`config.mk`:
```
export PLATFORM = sky130hd
export DESIGN_NAME = sts_counter_bank
export DESIGN_NICKNAME = d
export VERILOG_FILES = /design/src/rtl/sts_counter_bank.sv
export SDC_FILE = /design/constraint.sdc
export NUM_CORES = 1
export LEC_CHECK = 0
export CORE_UTILIZATION = 30
export CTS_CLUSTER_SIZE = 16
export DETAILED_ROUTE_END_ITERATION = 7
export DONT_BUFFER_PORTS = 1
export PLACE_DENSITY_LB_ADDON = 0.15
export SYNTH_ARGS = -nofsm -noshare
export SYNTH_HDL_FRONTEND = slang
export SYNTH_SLANG_ARGS = --single-unit
```
`constraint.sdc`:
```
create_clock -name aclk -period 5.4 [get_ports aclk]
set_clock_uncertainty 0.15 [all_clocks]
set_input_delay 1.08 -clock aclk [delete_from_list [all_inputs] [get_ports aclk]]
set_output_delay 1.08 -clock aclk [all_outputs]
set_load 0.01 [all_outputs]
```
`src/rtl/sts_counter_bank.sv`:
```
// Bank of free-running 32-bit event counters with a coherent snapshot into a wide status word.
// A snapshot is taken on a gate-timer terminal count or on a manual request.
module sts_counter_bank #(
  parameter  int N_CNT     = 8,
  parameter  int CNT_WIDTH = 32,
  localparam int STS_WIDTH = (N_CNT + 1) * 32
) (
  input  logic                 aclk,
  input  logic                 aresetn,
  input  logic [N_CNT-1:0]     events,
  input  logic [31:0]          cfg_period,
  input  logic                 cfg_clear_on_snap,
  input  logic                 snap_req,
  input  logic                 clr,
  output logic [STS_WIDTH-1:0] sts_data,
  output logic                 snap_valid
);

  logic [CNT_WIDTH-1:0] r_acc [N_CNT];
  logic [31:0]          r_timer;
  logic                 r_ovf;
  logic [15:0]          r_seq;
  logic [STS_WIDTH-1:0] r_sts;
  logic                 r_snap_valid;

  logic [CNT_WIDTH-1:0] w_sum [N_CNT];
  logic [N_CNT-1:0]     w_wrap_vec;
  logic                 w_wrap;
  logic                 w_gate_fire;
  logic                 w_snap;

  always_comb begin
    for (int i = 0; i < N_CNT; i++) begin
      w_sum[i]      = r_acc[i] + {{(CNT_WIDTH-1){1'b0}}, events[i]};
      w_wrap_vec[i] = (&r_acc[i]) & events[i];
    end
    w_wrap = |w_wrap_vec;
    // ">=" lets a shortened period take effect at once instead of waiting for a wrap.
    w_gate_fire = (cfg_period != 32'd0) && (r_timer >= cfg_period - 32'd1);
    w_snap      = w_gate_fire | snap_req;
  end

  always_ff @(posedge aclk) begin
    if (!aresetn) begin
      for (int i = 0; i < N_CNT; i++) r_acc[i] <= '0;
      r_timer      <= '0;
      r_ovf        <= 1'b0;
      r_seq        <= '0;
      r_sts        <= '0;
      r_snap_valid <= 1'b0;
    end else begin
      if (clr || cfg_period == 32'd0 || w_gate_fire) r_timer <= '0;
      else                                           r_timer <= r_timer + 32'd1;

      for (int i = 0; i < N_CNT; i++) begin
        if (clr || (w_snap && cfg_clear_on_snap)) r_acc[i] <= '0;
        else                                      r_acc[i] <= w_sum[i];
      end

      if (clr || w_snap) r_ovf <= 1'b0;
      else if (w_wrap)   r_ovf <= 1'b1;

      r_snap_valid <= w_snap;
      // Snapshot is taken before clr applies, so a clr cycle still reports acc + events.
      if (w_snap) begin
        r_seq        <= r_seq + 16'd1;
        r_sts[31:0]  <= {r_seq + 16'd1, 15'd0, r_ovf | w_wrap};
        for (int i = 0; i < N_CNT; i++) r_sts[(i+1)*32 +: 32] <= w_sum[i];
      end
    end
  end

  // No back-pressure: snap_valid is a one-cycle notification and sts_data may be read at any time.
  assign sts_data   = r_sts;
  assign snap_valid = r_snap_valid;

endmodule

```
==> flow_metrics.env <==
export IMPL_die_area_um2=87100
export IMPL_power_density_nw_per_um2=342
export IMPL_netlist_instances=2553
export IMPL_period_minus_slack_ns=5.09
export IMPL_holdCritPathClass="register to register"
export IMPL_pre_cts_ws_ns=-0.302
export IMPL_max_slew_margin_pct=11.1
export IMPL_yosysUniqueCellTypes=51
export IMPL_cp_top_family="simple AND/OR/NAND/NOR gates"
export IMPL_yosysSeqAreaShare_pct=53.7
export IMPL_worst_path_most_repeated_cell="or4_4"
export IMPL_fin_nets=2914
export IMPL_dpl_hpwl_um=49500
export IMPL_ys_async_sr_fraction_pct=0
export IMPL_synth_seq_cells=563
export IMPL_timing_fmax_ghz=0.196
export IMPL_drc_errors=0
export IMPL_layout_worst_path_cycle_share_pct=94.3
export IMPL_grtUsageTotal_pct=15.2
export IMPL_clk_pin_slew_worst_paths_ns=0.06
export IMPL_via_per_inst=4.59
export IMPL_crit_type="primary input to register"
export IMPL_portBuffers=0
export IMPL_worstPathRequired_ns=5.73
export IMPL_rrSetupSlack_ns=2.08
export IMPL_finalSetupViolCount=0
export IMPL_syn_area_per_cell_um2=10.1
export IMPL_gp_congestion=0.807
export IMPL_synth_edf_count=256
export IMPL_antenna_found_initial=0
export IMPL_cp_end_kind="register"
export IMPL_cp_num_buf_inv=3
export IMPL_grt_ovfl_total=0
export IMPL_clockRootBuffer="clkbuf_16"
export IMPL_die_width_um=295
export IMPL_maxSlewViolCount=0
export IMPL_crit_path_start_kind="primary input"
export IMPL_cts_resized=0
export IMPL_cts_hold_fix_buffers=0
export IMPL_ant_nets=0
export IMPL_drt_total_wl_um=66700
export IMPL_ios=334
export IMPL_cp_slowest_cell="or4_4"
export IMPL_grt_max_degree=169
export IMPL_start_util_pct=30.3
export IMPL_grt_pass1_wl_um=104000
export IMPL_vdd_ir_drop_worst_v=0.000200
export IMPL_totalNegativeSetupSlack_ns=0
export IMPL_cts_setup_buffers=0
export IMPL_run_status="finished clean"
export IMPL_worstPathMaxFanout=24
export IMPL_clockBufferDepth=3
export IMPL_p_leak_nw=11.1
export IMPL_cts_sinks=563
export IMPL_drtIter0Drc=588
export IMPL_die_h_um=295
export IMPL_critPathMaxStageDelay_ns=0.52
export IMPL_cts_htree_levels=3
export IMPL_drv_cap=0
export IMPL_row_count=107
export IMPL_hold_viol=0
export IMPL_final_layout_size_suffix_gt1_share_pct=10.4
export IMPL_min_from="r_timer[0]$_SDFF_PP0_"
export IMPL_clock_latency_ns=0.61
export IMPL_tightest_slew_ns=1.33
export IMPL_cp_depth=15
export IMPL_fin_ws_ns=0.308
export IMPL_worst_hold_path_endpoint="r_timer[0]$_SDFF_PP0_"
export IMPL_syn_area_um2=25800
export IMPL_rsz0062_at_grt="false"
export IMPL_vias=18400
export IMPL_area_growth_pct=19.5
export IMPL_drt_first_pass_iters=5
export IMPL_post_drt_wl_per_cell_um=16.6
export IMPL_hold_path_cell_count=1
export IMPL_path_cells="or4_4 -> or4_4 -> or4_4 -> or4_1 -> xor2_1 -> ha_1 -> nand4_1 -> or4_1 -> a31oi_2 -> o21a_4 -> buf_4 -> buf_4 -> buf_12 -> nor2_1 -> a211oi_1"
export IMPL_cts_tree="built"
export IMPL_grt_pass1_vias=18200
export IMPL_ys_warn_count=0
export IMPL_numCtsBuffers=68
export IMPL_worstReg2RegStart="r_acc[1][78]$_SDFFCE_PN0P_"
export IMPL_core_area_um2=85100
export IMPL_ys_flop_type="dfxtp_1"
export IMPL_crit_arrival_ns=5.43
export IMPL_startpoint="cfg_period[11]"
export IMPL_r2r_cells=7
export IMPL_reg2reg_to="r_ovf$_SDFFE_PP0P_"
synthesized netlist by cell type (2+ instances only):
master    instances  share of area [%]
nor2_1          495                7.2
dfxtp_1         307                 24
edfxtp_1        256                 30
a211oi_1        241                7.0
xor2_1          183                6.2
nand2_1         158                2.3
nand3_1         120                2.3
xnor2_1         118                4.0
clkbuf_1        102                1.5
nor2_2           90                2.2
nand4_1          71                1.7
ha_1             51                2.5
and3_1           50                1.2
a21oi_1          43               0.83
nor3_1           31               0.60
and4_1           27               0.92
inv_1            24               0.35
and2_1           23               0.56
buf_6            23                1.0
nor4_1           19               0.46
buf_4            15               0.44
o21ai_0          12               0.23
or4_1            12               0.35
nor2_4           10               0.44
nand2b_1          9               0.22
or3_1             9               0.22
nor2b_1           8               0.19
buf_2             5              0.097
o31ai_1           5               0.15
a31o_2            4               0.14
a21o_1            3              0.087
a31oi_1           3              0.073
a21boi_0          2              0.058
a41oi_1           2              0.068
and2_0            2              0.049
conb_1            2              0.029
o211ai_1          2              0.058
o21a_1            2              0.058
or2_2             2              0.049
cells by family after synthesis:
| group | Yosys count | share of synthesized area (%) |
|---|---|---|
| AOI/OAI and AO/OA | 323 | 8.91 |
| xor gates and xnor gates | 301 | 10.2 |
| adders and majority gates | 51 | 2.48 |
| buffers and inverters | 170 | 3.39 |
| DFF | 563 | 53.7 |
| muxes | 1 | 0.0388 |
| other | 2 | 0.0291 |
| and+or+nand+nor | 1142 | 21.3 |
how the worst max path moves through the flow:
| stage | end | slack (ns) |
|---|---|---|
| global placement | r_acc[1][68]$_SDFFCE_PN0P_ | -0.27 |
| CTS | r_acc[1][68]$_SDFFCE_PN0P_ | 0.33 |
| floorplan | r_acc[1][54]$_SDFFCE_PN0P_ | -0.06 |
| global route | sts_data[47]$_SDFFE_PN0P_ | 0.04 |
| finish | sts_data[144]$_SDFFE_PN0P_ | 0.31 |
| detailed placement | r_acc[1][78]$_SDFFCE_PN0P_ | -0.30 |
area by class of cell:
cell class | count | area [um^2]
well taps | 1144 | 1430
diodes | 2 | 5.00
clock inverters | 26 | 377
flip-flops and latches | 563 | 13800
multi-input cells | 2089 | 12100
repair buffers | 71 | 833
clock buffers | 99 | 2080
inverters | 25 | 101
fillers | 8641 | 54400
flip-flops by register name (all words and copies together), names as in the netlist:
register	flops
sts_data	258
r_acc	256
r_timer	32
r_seq	15
r_ovf	1
snap_valid	1
metrics by stage:
stage	area [um^2]	hold slack (ns)	util [%]	total power [mW]	std cells
after floorplan	26900	0.291	-	5.44	2822
after global placement	28300	0.310	33.3	5.66	3892
after detailed placement	28300	0.320	33.3	5.68	3892
after CTS	30800	0.334	36.2	10.7	4017
after global routing	30800	0.363	36.2	11.0	4017
final	30800	0.335	36.2	10.5	4019
power breakdown:
part	leakage, nW	internal [mW]	switching [mW]	total (mW)
clock network	1.22	3.05	1.90	4.95
registers	5.17	4.70	0.270	4.97
logic	4.73	0.229	0.385	0.613
per-layer routing:
| metal | part of all wire (%) | vias up | global-route usage [%] |
|---|---|---|---|
| met5 | 0 | - | 0 |
| met4 | 2.5 | 0 | 5.31 |
| met3 | 7.7 | 83 | 5.07 |
| met2 | 47 | 301 | 25.2 |
| met1 | 43 | 8724 | 18.4 |
| li1 | - | 9322 | - |
cells in the final DEF (no fill, tap or decap), types with 3 or more instances in the layout:
master / Yosys / final
nand2_1: 158 / 158
and3_1: 50 / 50
conb_1: 2 / 271
inv_1: 24 / 24
nand4_1: 71 / 71
or4_1: 12 / 9
clkbuf_8: 0 / 9
or4_4: 0 / 3
xnor2_1: 118 / 118
clkbuf_16: 0 / 76
buf_4: 15 / 47
inv_16: 0 / 4
nor3_1: 31 / 31
bufinv_16: 0 / 7
nand3_1: 120 / 120
nor4_1: 19 / 18
buf_12: 0 / 24
o31ai_1: 5 / 5
a21oi_1: 43 / 43
a211oi_1: 241 / 241
a31o_2: 4 / 4
xor2_1: 183 / 183
and2_1: 23 / 23
nor2_2: 90 / 90
and4_1: 27 / 27
or3_1: 9 / 9
nor2b_1: 8 / 8
o21ai_0: 12 / 11
edfxtp_1: 256 / 256
ha_1: 51 / 51
clkbuf_1: 102 / 14
nand2b_1: 9 / 9
clkinv_2: 0 / 12
dfxtp_1: 307 / 307
nor2_4: 10 / 10
nor2_1: 495 / 495
(Power assumes the default switching activity.)
